### config.mk
export PLATFORM = sky130hd
export DESIGN_NAME = pwm_multichannel
export DESIGN_NICKNAME = d
export VERILOG_FILES = /design/src/rtl/pwm_multichannel.sv
export SDC_FILE = /design/constraint.sdc
export NUM_CORES = 1
export LEC_CHECK = 0
export CAP_MARGIN = 5
export CORE_UTILIZATION = 55
export DETAILED_ROUTE_END_ITERATION = 10
export MAX_ROUTING_LAYER = met4
export PLACE_DENSITY = 0.87
export SETUP_SLACK_MARGIN = 0.1
export SLEW_MARGIN = 20
export SYNTH_ARGS = -nofsm -noshare
export SYNTH_HDL_FRONTEND = slang
export SYNTH_SLANG_ARGS = --single-unit
### constraint.sdc
create_clock -name clk -period 4.5 [get_ports clk]
set_input_delay 0.9 -clock clk [delete_from_list [all_inputs] [get_ports clk]]
set_output_delay 0.9 -clock clk [all_outputs]
set_load 0.05 [all_outputs]
### src/rtl/pwm_multichannel.sv
// Multi-channel PWM generator with one shared period counter.
//
// A single counter runs either edge-aligned (0..P, wrap) or centre-aligned
// (0..P..1, repeat). Each channel compares the counter against its own duty value.
// Period, duty and mode are double-buffered. A load strobe writes the shadow copy,
// and the shadow moves into the active copy only at a period boundary, so outputs
// never glitch mid-period. While disabled, the active copy follows the shadow
// continuously.
//
// Ports:
//   clk            in   clock, all logic on the rising edge
//   rst            in   asynchronous reset, active-high
//   enable         in   1 = counter runs; 0 = counter held at 0 and outputs low
//   load           in   strobe: capture period_in/duty_in/centre_in into the shadow
//   centre_in      in   0 = edge-aligned, 1 = centre-aligned (shadowed)
//   period_in      in   period value P (shadowed)
//   duty_in        in   packed duty values, channel i at [i*WIDTH +: WIDTH] (shadowed)
//   pwm            out  registered PWM outputs, one per channel
//   period_end     out  one-cycle pulse in the first cycle of each new period
//   update_pending out  shadow holds values not yet applied
//   count          out  current counter value
module pwm_multichannel #(
  parameter int unsigned WIDTH    = 10,
  parameter int unsigned CHANNELS = 4
) (
  input  logic                      clk,
  input  logic                      rst,
  input  logic                      enable,
  input  logic                      load,
  input  logic                      centre_in,
  input  logic [WIDTH-1:0]          period_in,
  input  logic [CHANNELS*WIDTH-1:0] duty_in,
  output logic [CHANNELS-1:0]       pwm,
  output logic                      period_end,
  output logic                      update_pending,
  output logic [WIDTH-1:0]          count
);

  typedef enum logic {
    DirUp,
    DirDown
  } dir_e;

  dir_e dir_q, dir_d;

  logic [WIDTH-1:0]                count_q, count_d;
  logic [WIDTH-1:0]                per_act_q, per_act_d;
  logic [WIDTH-1:0]                per_sh_q, per_sh_d;
  logic [CHANNELS-1:0][WIDTH-1:0]  duty_act_q, duty_act_d;
  logic [CHANNELS-1:0][WIDTH-1:0]  duty_sh_q, duty_sh_d;
  logic                            centre_act_q, centre_act_d;
  logic                            centre_sh_q, centre_sh_d;
  logic [CHANNELS-1:0]             pwm_q, pwm_d;
  logic                            pe_q, pe_d;
  logic                            pend_q, pend_d;

  logic centre_eff;
  logic boundary;

  // Centre counting needs P >= 2; below that the up/down sequence degenerates,
  // so the counter falls back to edge behaviour.
  assign centre_eff = centre_act_q && (|per_act_q[WIDTH-1:1]);

  // Last cycle of a period: top of the ramp in edge mode, count 1 on the way
  // down in centre mode.
  assign boundary = centre_eff ? ((count_q == WIDTH'(1)) && (dir_q == DirDown))
                               : (count_q == per_act_q);

  always_comb begin
    count_d      = count_q;
    dir_d        = dir_q;
    per_act_d    = per_act_q;
    per_sh_d     = per_sh_q;
    duty_act_d   = duty_act_q;
    duty_sh_d    = duty_sh_q;
    centre_act_d = centre_act_q;
    centre_sh_d  = centre_sh_q;
    pwm_d        = '0;
    pe_d         = 1'b0;
    pend_d       = pend_q;

    if (load) begin
      per_sh_d    = period_in;
      centre_sh_d = centre_in;
      for (int i = 0; i < CHANNELS; i++) begin
        duty_sh_d[i] = duty_in[i*WIDTH +: WIDTH];
      end
    end

    if (!enable) begin
      count_d      = '0;
      dir_d        = DirUp;
      // Take the freshly loaded values straight through so nothing is left
      // pending once the cycle after a load is reached.
      per_act_d    = per_sh_d;
      duty_act_d   = duty_sh_d;
      centre_act_d = centre_sh_d;
      pend_d       = 1'b0;
    end else begin
      for (int i = 0; i < CHANNELS; i++) begin
        pwm_d[i] = (count_q < duty_act_q[i]);
      end
      pe_d = boundary;

      if (boundary) begin
        count_d      = '0;
        dir_d        = DirUp;
        // Apply the shadow as it stood before this cycle; a load landing on the
        // boundary waits for the next one.
        per_act_d    = per_sh_q;
        duty_act_d   = duty_sh_q;
        centre_act_d = centre_sh_q;
        pend_d       = load;
      end else begin
        pend_d = pend_q | load;
        if (!centre_eff) begin
          count_d = count_q + WIDTH'(1);
        end else if (dir_q == DirUp) begin
          if (count_q == per_act_q) begin
            count_d = count_q - WIDTH'(1);
            dir_d   = DirDown;
          end else begin
            count_d = count_q + WIDTH'(1);
          end
        end else begin
          count_d = count_q - WIDTH'(1);
        end
      end
    end
  end

  always_ff @(posedge clk or posedge rst) begin
    if (rst) begin
      count_q      <= '0;
      dir_q        <= DirUp;
      per_act_q    <= '1;
      per_sh_q     <= '1;
      duty_act_q   <= '0;
      duty_sh_q    <= '0;
      centre_act_q <= 1'b0;
      centre_sh_q  <= 1'b0;
      pwm_q        <= '0;
      pe_q         <= 1'b0;
      pend_q       <= 1'b0;
    end else begin
      count_q      <= count_d;
      dir_q        <= dir_d;
      per_act_q    <= per_act_d;
      per_sh_q     <= per_sh_d;
      duty_act_q   <= duty_act_d;
      duty_sh_q    <= duty_sh_d;
      centre_act_q <= centre_act_d;
      centre_sh_q  <= centre_sh_d;
      pwm_q        <= pwm_d;
      pe_q         <= pe_d;
      pend_q       <= pend_d;
    end
  end

  assign pwm            = pwm_q;
  assign period_end     = pe_q;
  assign update_pending = pend_q;
  assign count          = count_q;

endmodule

# Word level (Yosys, flattened, before mapping)
# Cells that the tools add are included.
# W data, S select, Z words.
[op_classes]
addsub = 2
magnitude_cmp = 4
n_eq_ne = 4
muxes = 24
bitwise = 1
reduce_logical = 3
[ops]
columns = ["operator", "n"]
rows = [
  ["$mux W40", 3],
  ["$mux W10", 8],
  ["$lt A10 B10 Y1", 4],
  ["$mux W1", 12],
  ["$add A10 B1 Y10 const B", 1],
  ["$eq A10 B1 Y1 const B", 1],
  ["$eq A10 B10 Y1", 1],
  ["$sub A10 B1 Y10 const B", 1],
  ["$reduce_or A9 Y1", 1],
  ["$mux W4", 1],
  ["$ne A3 B1 Y1 const B", 1],
  ["$logic_and A1 B1 Y1", 2],
  ["$ne A2 B1 Y1 const B", 1],
  ["$or A1 B1 Y1", 1],
]
[totals]
ff_bits = 119
input_bits = 55
output_inout_bits = 16
elab_cells = 55

# Depth between registers and ports, before layout
# Gate-level depths: netlist of run 1.
[depth]
depth_word = 6
depth_mapped = 9
ltp_nobuf = 7

# Worst setup path after synthesis of run 1
# No wires, ideal clock.
[synth_path]
kind = "register -> register"
startpoint = "register count_q[5] (netlist: count[5])"
endpoint = "register count_q[3] (netlist: count[3])"
setup_ps = 86
t_arrival_ps = 2465
required_ps = 4414
slack_ps = 1949
path_stages_with_launch = 8
n_path_buf = 1
period_less_slack_ps = 2551
path_cell_list = "dfrtp_1 clkbuf_1 xnor2_1 nand4_1 o31ai_1 a2111oi_0 o21a_1 nor3_1"
[synth_via]
elab_chain_len = 6
word_cells_on_any_way = 9
cone_classes = "2 x eq/ne; 6 x mux; 1 x reduce/logical"
[synth_lines]
columns = ["item", "line", "rtl"]
rows = [
  ["start, declared", "46", "logic [WIDTH-1:0] count_q, count_d;"],
  ["start signal, assigned", "146", "count_q <= count_d;"],
  ["$eq A10 B10 Y1", "67, 119", ""],
  ["$mux W10", "119", "if (count_q == per_act_q) begin"],
  ["$mux W10", "118", "end else if (dir_q == DirUp) begin"],
  ["$mux W10", "116", "if (!centre_eff) begin"],
  ["$mux W10 *", "105", "if (boundary) begin"],
  ["$mux W10 *", "90", "if (!enable) begin"],
  ["net count_d[3]", "46", ""],
]
# The timed path passes the listed nets; every way through them passes the cells marked *.
# A chain may end at the register's enable or synchronous reset.

# Worst setup path after layout of run 1
[layout_path]
startpoint = "register count_q[4] (netlist: count[4])"
endpoint = "register duty_act_q[36] (netlist bit)"
[layout_via]
elab_chain_len = 4
word_cells_on_any_way = 5
cone_classes = "3 x eq/ne; 1 x mux; 1 x reduce/logical"
[layout_lines]
columns = ["item", "line", "rtl"]
rows = [
  ["$eq A10 B1 Y1", "66", "assign boundary = centre_eff ? ((count_q == WIDTH'(1)) && (dir_q == DirDown))"],
  ["$logic_and A1 B1 Y1", "66", ""],
  ["$mux W1 *", "66", ""],
  ["$ne A2 B1 Y1 (no source line) *", "--", ""],
  ["end signal, assigned", "150", "duty_act_q <= duty_act_d;"],
  ["end, declared", "49", "logic [CHANNELS-1:0][WIDTH-1:0] duty_act_q, duty_act_d;"],
]
# Every way passes the cells marked *; elsewhere a longest branch is shown, timed or not.

==> key figures, run 1 <==
Clock tree
  • Clk Latency, worst-skew pair: 520 ps
  • Number of setup buffers added after CTS: 0
  • Cts hold-fix bufs: 0
  • H-tree Lvls: 4
  • Post-cts sizing count: 0
  • Max clock buf depth: 2
  • Clk root buf: clkbuf_8
  • Clock transition at path regs: 60 ps
  • CTS tree: done
  • Clock sink total: 119
  • Cts bufs inserted: 17

Pwr
  • Power Density: 421.7 nW/um^2
  • Peak supply drop: 0.0002331 V
  • Static Leak: 3.319 nW

Final layout
  • Commonest non-fill, non-tap cell in the layout: dfrtp_1
  • Multi-input logic area: 2676 sq um
  • Fill count: 695
  • Post-layout util: 0.7056
  • Fraction of layout cells with a size suffix above 1: 0.1823
  • Final Net Count: 690
  • Most frequent cells in the layout: dfrtp_1, clkdlybuf4s50_1, mux2_2
  • Register area: 3003 sq um
  • Antenna fix cells: 0
  • Area Growth Syn to Fin: 23.22%

Synth
  • FFs w/ async S/R, synth: 1.000
  • Post-synth EDFFs: 0
  • Synthesized-area fraction occupied by adder cells: 0.08181
  • Synth Register Bits: 119
  • Mapped Avg Cell Area: 11.25 sq um
  • Synth unique cells: 46
  • Synth warnings: 0
  • Synthesized area: 5964 sq um
  • Combinational family with the most area after synthesis: compound AO/OA/AOI/OAI gates
  • Compound-Gate Fraction of Synth Area: 0.1481
  • Primary FF master, synth: dfrtp_1
  • Post-Synth XOR/XNOR Area: 0.01615
  • Syn Inst Count: 530
  • Post-synthesis sequential area ratio: 0.5035
  • Post-synthesis mux area share: 0.09797
  • Simple-Gate Fraction of Synth Area: 0.1030
  • Syn Nets: 624

Critical path
  • Critical Path Start: count[4]
  • Cells on worst reg2reg path: 7
  • Critical Path Sink Type: register
  • End of the critical path: duty_act_q[36]
  • Worst Path Required: 4900 ps
  • Critical path's largest stage delay: 610 ps
  • RR Endpoint: duty_act_q[36]
  • CP delay by family, top: simple AND/OR/NAND/NOR gates
  • CP max FO: 41
  • Critical path depth in cells: 7
  • CP bufs+invs: 1
  • Cell chain of the critical path: nor3_1 -> nand3b_1 -> o41ai_1 -> or2_1 -> buf_4 -> nor2_1 -> a221o_1
  • FF-to-FF Start: count[4]
  • WP data arrival: 3620 ps
  • Reg2reg setup slack: 1280 ps
  • Crit start category: register
  • Slowest stage cell, crit path: dfrtp_1
  • WS Path Type: register to register

STA
  • Worst-margin pin slew: 1039 ps
  • Max Fclk: 311.0 MHz
  • Slew Viols, Final: 0
  • Final min period: 3215 ps
  • Fin Setup TNS: 0 ps
  • Max_slew headroom: 0.3062
  • Worst hold slack: 498.5 ps
  • Tcrit/Tclk final: 0.7145
  • Final Setup Violations: 0
  • Clock skew: 7.344 ps
  • Final hold viol count: 0
  • RSZ-0062 raised after global routing: false

Detailed routing
  • Antenna Violating Nets Remaining: 0
  • First DRT Iteration DRCs: 329
  • Via Count: 4564
  • Detailed Routing Iterations Pass 1: 5
  • Drt drc: 0
  • Avg Vias per Cell: 6.126
  • Post-Route WL: 14230 um
  • Routed len/inst: 19.10 um

Global route
  • First-pass GRT wire length: 23670 um
  • Largest net degree at the start of global routing: 70
  • Initial antenna violation count: 0
  • GRT overflow: 0
  • GRT Total Usage: 0.2828
  • Vias in the first global route: 4791

Floorplanning
  • Row count: 37
  • I/O pin total: 71
  • Die Wd: 106.1 um
  • Core Region: 10420 sq um
  • Initial core utilization: 0.5726
  • Chip Height: 106.1 um
  • DIE AREA: 11260 sq um

Placement
  • Detail Placement HPWL: 8699 um
  • Gpl congestion: 0.8786
  • IO buf count: 70

Status
  • Outcome: finished, final reports clean

Flow run
  • Max cap viols: 0

Worst hold path
  • Worst Hold Class: register to register
[worst min path at each step]
stage	startpoint	end	slack, ps	cells after the start
after floorplan	duty_act_q[0]	duty_act_q[0]	470	2
after global placement	duty_sh_q[33]	duty_act_q[33]	480	1
after detailed placement	duty_sh_q[21]	duty_act_q[21]	490	1
after CTS	duty_sh_q[21]	duty_act_q[21]	500	1
after global routing	duty_sh_q[21]	duty_act_q[21]	520	1
final	duty_sh_q[21]	duty_act_q[21]	500	1
[metal layers]
layer  GRT usage  wire length, um
met1      0.3376             5915
met2      0.4541             7096
met4      0.1319              438
met3     0.06806              783
met5           -                0
[cells by family (layout without fill, tap and decap cells)]
group | Yosys count | count (layout)
xor gates and xnor gates | 11 | 11
adders and majority gates | 39 | 39
and+or+nand+nor | 128 | 128
buffers and inverters | 68 | 147
AOI/OAI and AO/OA | 113 | 113
muxes | 52 | 52
DFF | 119 | 119
[synthesized netlist by cell type, types with 13 or more instances]
master | count | share of area
a21oi_1 | 18 | 0.015
a221o_1 | 36 | 0.060
clkbuf_1 | 13 | 0.0082
dfrtp_1 | 99 | 0.42
dfstp_2 | 20 | 0.088
ha_1 | 39 | 0.082
inv_1 | 41 | 0.026
mux2_2 | 51 | 0.096
nand2_1 | 38 | 0.024
nor2_1 | 42 | 0.026
nor3_1 | 14 | 0.012
o21ai_0 | 15 | 0.013
[worst register-to-register path: cells and delay by family (launching register included)]
kind | cells | cell delay [ps]
compound gates | 2 | 880
simple gates | 4 | 1140
flops | 1 | 610
buf+inv | 1 | 460
[through the flow]
step                      total power, mW  area (sq um)  worst slack (ps)  std cells
after floorplan                     1.576          5964             475.6        530
after global placement              1.695          6731              1510        713
after detailed placement            1.724          6731              1421        713
after CTS                           3.109          7341              1325        745
after global routing                3.225          7350              1052        745
final                               3.100          7350              1285        745
[power breakdown]
part	switching (mW)	internal [mW]	total, mW
registers	0.0713	1.20	1.27
logic	0.241	0.212	0.453
clock network	0.463	0.916	1.38
total	0.775	2.32	3.10
[flip-flops by register name, summed over array words and instances (netlist names)]
| name | flops |
|---|---|
| centre_act_q | 1 |
| centre_sh_q | 1 |
| count | 10 |
| dir_q | 1 |
| duty_act_q | 40 |
| duty_sh_q | 40 |
| per_act_q | 10 |
| per_sh_q | 10 |
| period_end | 1 |
| pwm | 4 |
| update_pending | 1 |
[layout make-up]
| class | count | area share |
|---|---|---|
| inverter | 42 | 0.02179 |
| timing repair buffer | 73 | 0.09942 |
| clock buffer | 25 | 0.06725 |
| sequential | 119 | 0.4086 |
| tap | 136 | 0.02315 |
| clock inverter | 7 | 0.01566 |
| multi-input combinational | 343 | 0.3641 |
Power figures use the tool's default switching activity.
==> run 2: changes to the inputs <==
--- a/config.mk
+++ b/config.mk
@@ -6,10 +6,10 @@
 export NUM_CORES = 1
 export LEC_CHECK = 0
 export CAP_MARGIN = 5
-export CORE_UTILIZATION = 55
+export CORE_UTILIZATION = 51
 export DETAILED_ROUTE_END_ITERATION = 10
 export MAX_ROUTING_LAYER = met4
-export PLACE_DENSITY = 0.87
+export PLACE_DENSITY = 0.85
 export SETUP_SLACK_MARGIN = 0.1
 export SLEW_MARGIN = 20
 export SYNTH_ARGS = -nofsm -noshare
==> constraint.sdc (replaced) <==
create_clock -name clk -period 2.6 [get_ports clk]
set_input_delay 0.52 -clock clk [delete_from_list [all_inputs] [get_ports clk]]
set_output_delay 0.52 -clock clk [all_outputs]
set_load 0.05 [all_outputs]
==> key figures, run 2 (synthesis results as in run 1) <==
Status
  • Outcome: finished, final reports clean

Detailed routing
  • Antenna Violating Nets Remaining: 0
  • Drt drc: 0
  • Detailed Routing Iterations Pass 1: 5
  • Via Count: 4638
  • First DRT Iteration DRCs: 372
  • Routed len/inst: 19.58 um
  • Avg Vias per Cell: 5.923
  • Post-Route WL: 15340 um

Pwr
  • Peak supply drop: 0.0005274 V
  • Switch share: 0.2547
  • Clock power share: 0.446
  • Comb pwr share: 0.157
  • Net switching power: 1.399 mW
  • Internal Pwr Total: 4.092 mW
  • Sequential share of power: 0.398
  • Power Density: 705.9 nW/um^2
  • Static Leak: 3.551 nW
  • Pwr Total: 5.491 mW

Clock tree
  • CTS tree: done
  • Max clock buf depth: 2
  • Clock transition at path regs: 50 ps
  • Clock sink total: 119
  • H-tree Lvls: 4
  • Clk Latency, worst-skew pair: 420 ps
  • Cts bufs inserted: 17
  • Clk root buf: clkbuf_16

Critical path
  • Reg2reg setup slack: 120 ps
  • Crit start category: register
  • WP data arrival: 2770 ps
  • Worst Path Required: 2890 ps
  • CP max FO: 10
  • WS Path Type: register to register
  • Critical Path Sink Type: register

Placement
  • IO buf count: 70
  • Detail Placement HPWL: 9621 um
  • Cells after DPL: 741
  • Gpl congestion: 0.9035

Final layout
  • Area Growth Syn to Fin: 30.42%
  • Commonest non-fill, non-tap cell in the layout: dfrtp_1
  • Fraction of layout cells with a size suffix above 1: 0.2313
  • Final Net Count: 721
  • Post-route insts no fill: 783
  • Antenna fix cells: 0
  • Post-layout util: 0.6812
  • Largest registers: duty_act_q (40), duty_sh_q (40)
  • Most frequent cells in the layout: dfrtp_1, clkdlybuf4s50_1, mux2_2

Global route
  • GRT overflow: 0
  • GRT Total Usage: 0.2702
  • First-pass GRT wire length: 23430 um
  • Initial antenna violation count: 0
  • Vias in the first global route: 4795
  • Largest net degree at the start of global routing: 120

STA
  • Worst-margin pin slew: 638.5 ps
  • Max Fclk: 402.7 MHz
  • Tcrit/Tclk final: 0.9550
  • Slew Viols, Final: 0
  • RSZ-0062 raised after global routing: true
  • Max_slew headroom: 0.5743
  • Clock skew: 10.05 ps
  • Final hold viol count: 0
  • Final min period: 2483 ps
  • Final Setup Violations: 0
  • Fin Setup TNS: 0 ps

Floorplanning
  • DIE AREA: 12130 sq um
  • Core Region: 11420 sq um
  • Row count: 39
  • Die Wd: 110.1 um
  • Chip Height: 110.1 um
  • I/O pin total: 71
  • Initial core utilization: 0.5224

Worst hold path
  • Worst Hold Class: register to register

Flow run
  • Max cap viols: 0
## run 2: cell count changes in the layout (fill, tap and decap cells not counted), sizes merged
| cell | delta |
|---|---|
| buf | +27 |
| clkbuf | +1 |
| clkdlybuf4s50 | -1 |
| clkinv | +2 |
| clkinvlp | +2 |
| dlymetal6s2s | +1 |
| inv | -1 |
## run 2: worst max-delay path, stage by stage (launching register included)
cell and delay [ps]:
dfstp_2 370, or4_4 550, o41a_1 440, nor4_4 220, or2_4 280, buf_12 160
nor2_1 50, a221o_1 280
## run 2: layer usage
layer	part of all wire	vias up	track usage
met5	0	-	-
li1	-	2118	-
met3	0.049	25	0.05879
met1	0.42	2339	0.3140
met4	0.019	0	0.1203
met2	0.51	156	0.4513
## run 2: final timing paths
kind | from | to | cells after the start
setup / recovery | per_act_q[6] | duty_act_q[13] | 7
hold / removal | update_pending | update_pending | 1
setup reg to reg | per_act_q[6] | duty_act_q[13] | 7
hold reg to reg | update_pending | update_pending | 1
max in group asynchronous | rst | duty_act_q[21] | 3
min in group asynchronous | rst | duty_sh_q[0] | 3
## run 2: cell type report
type / count / area [sq um]
inverters: 42 / 161.4
clock buffers: 22 / 484.2
clock inverters: 10 / 143.9
well taps: 143 / 178.9
repair buffers: 104 / 1110
fillers: 836 / 3640
multi-input cells: 343 / 2698
flip-flops and latches: 119 / 3003
## run 2: per-stage QoR
| stage | hold slack, ps | worst slack [ps] | cell area (sq um) |
|---|---|---|---|
| 4_1_cts | 501.8 | 82.30 | 7596 |
| 5_1_grt | 522.6 | 28.77 | 7779 |
| 3_3_place_gp | 481.4 | 191.2 | 6967 |
| 2_1_floorplan | 470.1 | 159.4 | 5973 |
| 3_5_place_dp | 486.4 | 67.64 | 6967 |
| 6_report | 501.3 | 117.0 | 7779 |
## run 2: power groups by stage
stage	clock network (mW)	logic, mW	registers (mW)
6_report	2.45	0.861	2.18
5_1_grt	2.54	0.950	2.20
3_5_place_dp	0	0.817	2.21
4_1_cts	2.47	0.832	2.18
3_3_place_gp	0	0.777	2.20
2_1_floorplan	0	0.512	2.22
## run 2: what timing repair did
item	in CTS	in global routing
hold buffers	0	0
endpoints found under the hold margin	0	0
pin swaps	1	2
gates cloned	0	5
buffers inserted	0	5
resized for setup	1	8
setup endpoints to repair	3	54
